<file path="src/rtl/handshake_mon_pkg.sv">
// Shared types for the valid/ready protocol monitor.
// Per-channel error vectors are indexed with the ERR_* constants.
package handshake_mon_pkg;

  typedef enum logic {
    IDLE = 1'b0,
    PEND = 1'b1
  } mon_state_e;

  localparam int ERR_DROP = 0;
  localparam int ERR_DATA = 1;
  localparam int ERR_TMO  = 2;
  localparam int NUM_ERR  = 3;

endpackage

</file>
<file path="src/rtl/handshake_mon_chan.sv">
// One monitored valid/ready channel: IDLE/PEND FSM, payload capture, counters, sticky errors.
// Outputs are registered and reflect the edge that sampled the event; purely passive.
module handshake_mon_chan
  import handshake_mon_pkg::*;
#(
  parameter int DATA_W  = 4,
  parameter int TIMEOUT = 16,
  parameter int CNT_W   = 16,
  parameter int CH_IDX  = 0
) (
  input  logic               CLK,
  input  logic               RESETN,
  input  logic               en,
  input  logic               clr,
  input  logic               valid_i,
  input  logic               ready_i,
  input  logic [DATA_W-1:0]  data_i,
  output logic [NUM_ERR-1:0] err_o,
  output logic [CNT_W-1:0]   xfer_count_o,
  output logic [CNT_W-1:0]   stall_cur_o
);

  localparam logic [CNT_W-1:0] CNT_MAX = '1;
  localparam logic [CNT_W-1:0] TMO_VAL = CNT_W'(TIMEOUT);

  mon_state_e         state_q, state_d;
  logic [DATA_W-1:0]  cap_q, cap_d;
  logic [CNT_W-1:0]   xfer_q, xfer_d;
  logic [CNT_W-1:0]   stall_q, stall_d;
  logic [NUM_ERR-1:0] err_q, err_d;

  function automatic logic [CNT_W-1:0] sat_inc(input logic [CNT_W-1:0] v);
    return (v == CNT_MAX) ? v : v + CNT_W'(1);
  endfunction

  always_ff @(posedge CLK) begin
    if (!RESETN || clr) state_q <= IDLE;
    else                state_q <= state_d;
  end

  always_comb begin
    state_d = state_q;
    if (!en) begin
      state_d = IDLE;
    end else begin
      case (state_q)
        IDLE:    if (valid_i && !ready_i) state_d = PEND;
        PEND:    if (!valid_i || ready_i) state_d = IDLE;
        default: state_d = IDLE;
      endcase
    end
  end

  always_comb begin
    cap_d   = cap_q;
    xfer_d  = xfer_q;
    stall_d = stall_q;
    err_d   = err_q;
    if (!en) begin
      stall_d = '0;
    end else begin
      case (state_q)
        IDLE: begin
          if (valid_i && ready_i) begin
            xfer_d = sat_inc(xfer_q);
          end else if (valid_i) begin
            cap_d   = data_i;
            stall_d = CNT_W'(1);
          end
        end
        PEND: begin
          // Compared before acceptance, so a change in the accepting cycle still counts.
          if (data_i != cap_q) err_d[ERR_DATA] = 1'b1;
          if (!valid_i) begin
            err_d[ERR_DROP] = 1'b1;
            stall_d         = '0;
          end else if (ready_i) begin
            xfer_d  = sat_inc(xfer_q);
            stall_d = '0;
          end else begin
            stall_d = sat_inc(stall_q);
            if (stall_d == TMO_VAL) err_d[ERR_TMO] = 1'b1;
          end
        end
        default: stall_d = '0;
      endcase
    end
  end

  always_ff @(posedge CLK) begin
    if (!RESETN || clr) begin
      cap_q   <= '0;
      xfer_q  <= '0;
      stall_q <= '0;
      err_q   <= '0;
    end else begin
      cap_q   <= cap_d;
      xfer_q  <= xfer_d;
      stall_q <= stall_d;
      err_q   <= err_d;
    end
  end

  assign err_o        = err_q;
  assign xfer_count_o = xfer_q;
  assign stall_cur_o  = stall_q;

`ifndef SYNTHESIS
  a_valid_held: assert property (@(posedge CLK) disable iff (!RESETN || !en || clr)
    (state_q == PEND) |-> valid_i)
    else $warning("handshake monitor ch%0d: valid dropped while stalled", CH_IDX);

  a_data_stable: assert property (@(posedge CLK) disable iff (!RESETN || !en || clr)
    (state_q == PEND) |-> (data_i == cap_q))
    else $warning("handshake monitor ch%0d: payload changed while stalled", CH_IDX);

  a_stall_bound: assert property (@(posedge CLK) disable iff (!RESETN || !en || clr)
    (state_q == PEND && valid_i && !ready_i) |-> (stall_q != TMO_VAL - CNT_W'(1)))
    else $warning("handshake monitor ch%0d: stall reached timeout", CH_IDX);
`endif

endmodule

</file>
<file path="src/rtl/handshake_rtl_monitor.sv">
// Passive protocol monitor over NUM_CH valid/ready channels; never drives the observed design.
// Per-channel outputs follow the sampling edge; err_any lags the sticky flags by one cycle.
module handshake_rtl_monitor
  import handshake_mon_pkg::*;
#(
  parameter int NUM_CH  = 3,
  parameter int DATA_W  = 4,
  parameter int TIMEOUT = 16,
  parameter int CNT_W   = 16
) (
  input  logic                     CLK,
  input  logic                     RESETN,
  input  logic                     en,
  input  logic                     clr,
  input  logic [NUM_CH-1:0]        valid,
  input  logic [NUM_CH-1:0]        ready,
  input  logic [NUM_CH*DATA_W-1:0] data,
  output logic [NUM_CH-1:0]        err_valid_drop,
  output logic [NUM_CH-1:0]        err_data_change,
  output logic [NUM_CH-1:0]        err_timeout,
  output logic                     err_any,
  output logic [NUM_CH*CNT_W-1:0]  xfer_count,
  output logic [NUM_CH*CNT_W-1:0]  stall_cur
);

  logic err_any_q, err_any_d;

  for (genvar i = 0; i < NUM_CH; i++) begin : g_ch
    logic [NUM_ERR-1:0] err;

    handshake_mon_chan #(
      .DATA_W (DATA_W),
      .TIMEOUT(TIMEOUT),
      .CNT_W  (CNT_W),
      .CH_IDX (i)
    ) u_chan (
      .CLK         (CLK),
      .RESETN      (RESETN),
      .en          (en),
      .clr         (clr),
      .valid_i     (valid[i]),
      .ready_i     (ready[i]),
      .data_i      (data[i*DATA_W +: DATA_W]),
      .err_o       (err),
      .xfer_count_o(xfer_count[i*CNT_W +: CNT_W]),
      .stall_cur_o (stall_cur[i*CNT_W +: CNT_W])
    );

    assign err_valid_drop[i]  = err[ERR_DROP];
    assign err_data_change[i] = err[ERR_DATA];
    assign err_timeout[i]     = err[ERR_TMO];
  end

  assign err_any_d = |{err_valid_drop, err_data_change, err_timeout};

  // Only reset forces err_any low; after clr it follows the flags one cycle later.
  always_ff @(posedge CLK) begin
    if (!RESETN) err_any_q <= 1'b0;
    else         err_any_q <= err_any_d;
  end

  assign err_any = err_any_q;

endmodule

</file>
<file path="config.mk">
export PLATFORM = sky130hd
export DESIGN_NAME = handshake_rtl_monitor
export DESIGN_NICKNAME = d
export VERILOG_FILES = /design/src/rtl/handshake_mon_pkg.sv /design/src/rtl/handshake_mon_chan.sv /design/src/rtl/handshake_rtl_monitor.sv
export SDC_FILE = /design/constraint.sdc
export NUM_CORES = 1
export LEC_CHECK = 0
export CORE_MARGIN = 2
export CORE_UTILIZATION = 40
export CTS_CLUSTER_DIAMETER = 40
export DETAILED_ROUTE_END_ITERATION = 10
export DONT_BUFFER_PORTS = 1
export HOLD_SLACK_MARGIN = 0.06
export SYNTH_ARGS = -nofsm -noshare
export SYNTH_HDL_FRONTEND = slang
export SYNTH_SLANG_ARGS = --single-unit
</file>
<file path="constraint.sdc">
create_clock -name CLK -period 4.4 [get_ports CLK]
set_input_delay 0.44 -clock CLK [delete_from_list [all_inputs] [get_ports CLK]]
set_output_delay 0.44 -clock CLK [all_outputs]
set_load 0.1 [all_outputs]
</file>
======== After elaboration in Yosys (flattened, before gate mapping) ========
Index checks and enable logic that the tools add are counted.
word-level totals
  bits in registers ....................... 121
  bits in latches ......................... 0
  RAM bits ................................ 0
  bits in read-only memories .............. 0
  input bits .............................. 22
  output and inout bits ................... 106
  word-level logic and storage cells ...... 147
  memories kept ........................... 0
operators by class
  add/subtract/negate cells ............... 6
  multipliers ............................. 0
  divide/modulo/power cells ............... 0
  magnitude comparators ................... 0
  eq/ne operators ......................... 27
  shift operators ......................... 0
  multiplexer cells ....................... 42
  bitwise gates (word level) .............. 13
  reductions and logical operators ........ 37
operator list
  operator                                                          count
  16-bit 2-to-1 mux                                                 27
  16-bit case mux with 2 select lines                               6
  16-bit by 1-bit adder with 16-bit output, second input constant   6
  16-bit == test, second input constant                             6
  16-bit by 5-bit == test with 1-bit output, second input constant  3
  2-bit != test, second input constant                              12
  4-bit AND reduction                                               6
  3-bit AND reduction                                               6
  5-bit AND reduction                                               3
  1-bit inverter                                                    13
  4-bit != test                                                     3
  9-bit OR reduction                                                1
  1-bit logical NOT                                                 7
  1-bit logical AND                                                 6
  1-bit 2-to-1 mux                                                  6
  2-bit by 1-bit != test with 1-bit output, second input constant   3
  1-bit case mux with 2 select lines                                3
  2-bit AND reduction                                               3
  1-bit logical OR                                                  4
  2-bit OR reduction                                                1

======== Longest topological paths before layout ========
Gate-level depths: netlist of run 1.
  depth after elaboration ................. 5
  gate-level depth with buffers ........... 8
  gate-level depth less buffers ........... 7

======== Cells and area by module ========
From an unflattened synthesis of run 1, not the netlist that was laid out.
second synthesis, totals
  cells, all modules ...................... 807
  area total of the unflattened synthesis .. 6591.3 µm²
by module, submodules not included
  module                 instances  cells an instance  area an instance (µm²)  seq. area each (µm²)
  handshake_mon_chan     3          267                2182.1                  800.8
  handshake_rtl_monitor  1          6                  45.0                    20.0

======== Least setup slack after synthesis of run 1 ========
No wires, ideal clock.
  path kind ............................... register to register
  start ................................... register g_ch[0].u_chan.stall_q[0]
  end ..................................... register g_ch[0].u_chan.err_q[2]
  data arrival time ....................... 2.906 ns
  data required time ...................... 4.331 ns
  path slack .............................. 1.425 ns
  stages on the path, launching flop included .. 8
  path buffers ............................ 0
  period minus slack after synthesis ...... 2.975 ns
  cells stage by stage .................... dfxtp_1 > ha_1 > nand3_1 > nor4_1 > mux2i_1 > o2111ai_1 > a2111o_1 > o21ai_1
between the ends
  cells in the longest elaborated chain, start to end .. 4
  elaborated cells between the ends (all ways) .. 5
  those cells by class .................... add/sub: 1; eq/ne: 2; mux: 1; reduce/logical: 1
ends and longest elaborated chain
  element                                                                            line                       text
  from (decl)                                                                        handshake_mon_chan.sv:29   logic [CNT_W-1:0] stall_q, stall_d;
  from (signal assigned)                                                             handshake_mon_chan.sv:99   stall_q <= stall_d;
  16-bit by 1-bit adder with 16-bit output / 16-bit == test (equally long branches)  handshake_mon_chan.sv:33   return (v == CNT_MAX) ? v : v + CNT_W'(1);
  16-bit 2-to-1 mux *                                                                handshake_mon_chan.sv:33
  16-bit by 5-bit == test with 1-bit output *                                        handshake_mon_chan.sv:82   if (stall_d == TMO_VAL) err_d[ERR_TMO] = 1'b1;
  5-bit AND reduction (no source line) *                                             -
  to (signal assigned)                                                               handshake_mon_chan.sv:100  err_q <= err_d;
  to (decl)                                                                          handshake_mon_chan.sv:30   logic [NUM_ERR-1:0] err_q, err_d;
Mark *: on every way between the ends. The rest lies on a longest branch, timed or not.
A chain may end at the register's enable or synchronous reset.

======== Worst setup path in the final report of run 1 ========
Same ends and word-level chain as after synthesis.

==> results of run 1 <==
## state kept, by name, summed over array words and instances, names as in the netlist
name,count
err_any,1
g_ch.u_chan.err_o,9
g_ch.u_chan.state_q,3
g_ch.u_chan.xfer_count_o,48
g_ch.u_chan.stall_cur_o,48
g_ch.u_chan.cap_q,12
## cell type report
type	count	area, sq um	area share [%]
Tap cell	216	270	3.48
Inverter	12	45.0	0.579
Clock inverter	11	123	1.58
Clock buffer	21	460	5.92
Sequential cell	121	2420	31.2
Timing Repair Buffer	79	593	7.63
Multi-Input combinational cell	632	3860	49.7
## cells in the mapped netlist, types with 12 or more instances
cell | number | area share, %
mux2i_1 | 16 | 2.5
clkbuf_1 | 35 | 2.0
nand2_1 | 62 | 3.6
a22oi_1 | 13 | 1.5
nor3_1 | 33 | 2.5
and4_1 | 13 | 1.7
inv_1 | 12 | 0.69
a21oi_1 | 41 | 3.1
a31oi_1 | 19 | 1.8
and2_1 | 12 | 1.1
a311oi_1 | 14 | 1.9
nand3_1 | 45 | 3.4
or3_1 | 13 | 1.2
xor2_1 | 29 | 3.9
xnor2_1 | 29 | 3.9
dfxtp_1 | 121 | 37
nand4_1 | 28 | 2.7
o21ai_0 | 40 | 3.1
and3_1 | 15 | 1.4
nor2_1 | 108 | 6.2
## power by group
part	internal (mW)	switching (mW)
combinational	0.0234	0.0550
clock	0.861	0.506
sequential	1.10	0.00507
## cells by family (layout without fill, tap and decap cells)
logic type | after synthesis | count (layout) | share of synthesized area [%]
buf+inv | 61 | 123 | 3.83
xor+xnor | 58 | 58 | 7.78
simple gates | 373 | 373 | 29.0
mux | 17 | 17 | 2.62
flops | 121 | 121 | 37.1
compound gates | 178 | 178 | 18.5
fa+ha+maj | 6 | 6 | 1.15
## critical path, delay by kind of cell, from the launching register on
kind / cells / cell delay (ps)
AOI/OAI and AO/OA: 3 / 600
muxes: 1 / 360
DFF: 1 / 360
adders and majority gates: 1 / 320
and+or+nand+nor: 2 / 1000
## routing by layer
layer / GRT usage [%] / vias up
met4: 5.98 / 0
met5: 0 / -
met3: 10.1 / 16
li1: - / 3079
met2: 33.9 / 211
met1: 25.5 / 2955
## final timing paths
path	from	end	cells after the start
setup / recovery	g_ch[0].u_chan.stall_cur_o[0]	g_ch[0].u_chan.err_o[2]	7
hold / removal	RESETN	err_any	2
setup reg to reg	g_ch[0].u_chan.stall_cur_o[0]	g_ch[0].u_chan.err_o[2]	7
hold reg to reg	g_ch[0].u_chan.cap_q[1]	g_ch[0].u_chan.cap_q[1]	2
==> flow_summary.yaml, run 1 <==
status:
  outcome: "complete, no violations"
clock_tree:
  cts_hold_buf: 0
  cts_made_buffers: 17
  tritoncts: "done"
  cts_setup_buffers: 0
  ctsLongestPathBuffers: 2
  clock_sinks: 121
  cts-htree-levels: 4
  clkLatencyLatePin_ps: 410
  path_clk_slew_ps: 60
  ctsResizeCount: 0
  clockRootBuffer: "clkbuf_16"
die:
  initial_utilization_pct: 41.0
  die_h_um: 132
  pin_count: 128
  die_area_sq_um: 17400
  die_w_um: 132
  core_sq_um: 15900
  num_rows: 46
final_layout:
  synthToLayoutAreaGrowth_pct: 19.0
  fin_util_pct: 48.8
  instances_no_fill: 1092
  drive_gt1_share_pct: 14.6
  final_cell_mix: "dfxtp_1, nor2_1, buf_4"
  n_antenna_cell: 0
  n_fill_cell: 1538
  layout_commonest_cell: "dfxtp_1"
  nNetsFinal: 891
  fin_area_sq_um: 7780
drt:
  antenna_left: 0
  drt_iter0_drc: 356
  drt-total-wl_um: 18600
  top_layer: "met4"
  met1Wirelength_um: 8090
  dr_wl_met3_um: 1720
  drtPass1Iterations: 5
  route.detailed.drc: 0
  wire_per_inst_um: 17.0
  wl_met2_um: 8590
  dr_total_vias: 6261
  viasPerCell: 5.73
global_routing:
  grt_pass1_wl_um: 30100
  grt_pass1_vias: 5757
  antenna_found_initial: 0
  grt_use_total_pct: 21.2
  overflow: 0
  grt_max_degree: 60
logic_synthesis:
  synth_edf_count: 0
  async_flop_share_pct: 0
  synth_ff_type: "dfxtp_1"
  synth_nets: 842
  synth_warnings: 0
  syn_inst: 814
  yosysSeqAreaShare_pct: 37.1
  synth_area_sq_um: 6530
  ys_seq_elements: 121
  synth_cell_type_count: 67
  avgSynthCellArea_sq_um: 8.03
sta:
  relSlewSlack_pct: 24.8
  fin_crit_ps: 2700
  max_freq_ghz: 0.370
  drv_slew: 0
  skew_ps: 5.99
  worst_slew_pin_slew_ps: 1130
  min_period_over_period_pct: 61.4
  setup_viol: 0
  fin_ws_ps: 1700
  setup_tns_ps: 0
  hold_slack_ps: 148
  finalHoldViolCount: 0
  rsz0062_at_grt: "no"
worst_setup_path:
  reg2reg_setup_slack_ps: 1700
  worst_path_max_delay_cell: "nor4_1"
  critical_path_arrival_ps: 3040
  max_stage_delay_ps: 730
  endpoint_kind: "flop"
  cp-start-kind: "flop"
  critPathMaxFanout: 8
  critPathKind: "reg -> reg"
  cp.required_ps: 4740
  path_cells: "ha_1 -> nand3_1 -> nor4_1 -> mux2i_1 -> o2111ai_1 -> a2111o_1 -> o21ai_1"
power_and_ir_drop:
  vdd_ir_drop_max_v: 0.000269
  leakage_nw: 2.63
  power_mw: 2.55
  powerDensity_nw_per_um2: 328
placed_design:
  dp_hpwl_um: 13500
  place_ws_ps: 1730
  placed_cells: 1060
  portBuffers: 0
  routabilityCongestion: 0.920
  placed_area_sq_um: 7190
hold_path:
  hold_path.class: "in -> reg"
flow_run:
  max_cap_viol_count: 0
Note: power is estimated with default switching activity, not from simulation.
==> run 2, diff against run 1 <==
- clock period: 4.4 -> 2.6 ns (I/O delays scaled with it)
==> run 2 against run 1 <==
- via count is 5.3% higher
- fmax up 19%
- final cell count is 4.9% higher
- combinational power up 110%
- critical endpoint unchanged
- largest cell class unchanged
- largest power group unchanged
==> flow_summary.yaml, run 2 (synthesized netlist as in run 1, its figures left out) <==
sta:
  drv_slew: 0
  finalHoldViolCount: 0
  max_freq_ghz: 0.440
  worst_slew_pin_slew_ps: 1020
  hold_slack_ps: 81.1
  fin_ws_ps: 329
  min_period_over_period_pct: 87.3
  relSlewSlack_pct: 31.9
  skew_ps: 7.26
  rsz0062_at_grt: "no"
  setup_viol: 0
  fin_crit_ps: 2270
final_layout:
  layout_commonest_cell: "buf_4"
  regArea_sq_um: 2450
  drive_gt1_share_pct: 20.2
  nNetsFinal: 945
  final_cell_mix: "buf_4, nor2_1, dfxtp_1"
  multi_input_area_sq_um: 3860
  fin_util_pct: 52.2
  instances_no_fill: 1145
  n_antenna_cell: 0
  synthToLayoutAreaGrowth_pct: 27.3
  n_fill_cell: 1551
die:
  pin_count: 128
  core_sq_um: 15900
  initial_utilization_pct: 41.0
  die_h_um: 132
  die_area_sq_um: 17400
  num_rows: 46
  die_w_um: 132
power_and_ir_drop:
  leakage_nw: 2.95
  vdd_ir_drop_max_v: 0.000489
  swShare_pct: 21.0
  powerDensity_nw_per_um2: 558
  power_mw: 4.64
  power_frac_seq_pct: 40.2
  p_comb_share_pct: 3.5
  intPower_mw: 3.67
  p_sw_mw: 0.975
  clkPwrFrac_pct: 56.3
worst_setup_path:
  cp-start-kind: "flop"
  endpoint_kind: "flop"
  reg2reg_setup_slack_ps: 330
  critPathKind: "reg -> reg"
  reg2reg_depth: 8
  path_cells: "ha_1 -> nand3_1 -> nor4_1 -> buf_4 -> mux2i_1 -> o2111ai_1 -> a2111o_1 -> o21ai_1"
  cp.required_ps: 2940
  max_stage_delay_ps: 380
  r2r-end: "g_ch[0].u_chan.err_o[2]"
  critPathMaxFanout: 8
  worst_path_max_delay_cell: "dfxtp_2"
  timing.rr.start: "g_ch[0].u_chan.stall_cur_o[1]"
  critical_path_arrival_ps: 2620
placed_design:
  place_ws_ps: 352
  placed_cells: 1098
  dp_hpwl_um: 14300
  routabilityCongestion: 0.901
  portBuffers: 0
hold_path:
  hp-start: "valid[2]"
  hold_depth: 2
  hold_end: "g_ch[2].u_chan.state_q"
  hold_path.class: "in -> reg"
drt:
  antenna_left: 0
  drtPass1Iterations: 5
  viasPerCell: 5.76
  dr_total_vias: 6593
  drt_iter0_drc: 493
  drt-total-wl_um: 19700
  route.detailed.drc: 0
  wire_per_inst_um: 17.2
status:
  outcome: "complete, no violations"
clock_tree:
  tritoncts: "done"
  cts_setup_buffers: 0
  clock_sinks: 121
  cts-htree-levels: 4
  clockRootBuffer: "clkbuf_16"
  cts_made_buffers: 17
  cts_hold_buf: 16
  ctsResizeCount: 0
  path_clk_slew_ps: 60
  clkLatencyLatePin_ps: 410
  ctsLongestPathBuffers: 2
global_routing:
  grt_max_degree: 36
  grt_pass1_wl_um: 32700
  grt_pass1_vias: 6364
  grt_use_total_pct: 22.8
  antenna_found_initial: 0
  overflow: 0
flow_run:
  max_cap_viol_count: 0
==> run 2: changes by cell type in the layout (fill, tap and decap cells not counted) <==
cell	change
buf_4	+38
bufinv_16	+3
clkbuf_1	-1
clkinv_2	-1
clkinvlp_4	-3
dfxtp_1	-22
dfxtp_2	+22
dlygate4sd3_1	+16
inv_6	+1
==> run 2: cell type report <==
cell class / count / share of cell area [%]
Clock buffer: 20 / 5.49
Timing Repair Buffer: 133 / 12.5
Inverter: 12 / 0.542
Clock inverter: 11 / 2.33
Multi-Input combinational cell: 632 / 46.4
Sequential cell: 121 / 29.5
Tap cell: 216 / 3.25
==> run 2: routing by layer <==
layer  global-route usage [%]  wire length (um)
met5                        0                 0
met2                     36.4              9080
met1                     28.7              8700
met4                     8.09               474
met3                     7.73              1460
==> run 2: worst max-delay path by stage <==
stage,startpoint,endpoint,slack (ps),cells past startpoint
global route,g_ch[0].u_chan.stall_cur_o[1],g_ch[0].u_chan.err_o[2],20,8
floorplan,g_ch[0].u_chan.stall_cur_o[5],g_ch[0].u_chan.err_o[2],-40,6
finish,g_ch[0].u_chan.stall_cur_o[1],g_ch[0].u_chan.err_o[2],330,8
CTS,g_ch[0].u_chan.stall_cur_o[1],g_ch[0].u_chan.err_o[2],340,8
detailed placement,g_ch[0].u_chan.stall_cur_o[1],g_ch[0].u_chan.err_o[2],350,8
global placement,g_ch[0].u_chan.stall_cur_o[1],g_ch[0].u_chan.err_o[2],440,8
==> run 2: stage by stage <==
stage                     TNS, ps  area [sq um]
after floorplan             -36.3          6560
after CTS                       0          8320
after global routing            0          8320
after global placement          0          7510
after detailed placement        0          7510
final                           0          8320
==> run 2: power groups by stage <==
stage | Sequential, mW | Clock (mW) | Combinational, mW
global route | 1.87 | 2.76 | 0.177
CTS | 1.87 | 2.66 | 0.163
finish | 1.87 | 2.61 | 0.163
floorplan | 1.92 | 0 | 0.0917
detailed placement | 1.91 | 0 | 0.139
global placement | 1.91 | 0 | 0.136
==> run 2: critical path: cells and delay by family (launching register included) <==
kind	cells	cell delay, ps
AND/OR/NAND/NOR	2	590
AO/OA/AOI/OAI	3	560
flip-flops	1	380
adder cells (fa/ha/maj)	1	300
multiplexers	1	200
buffers and inverters	1	180
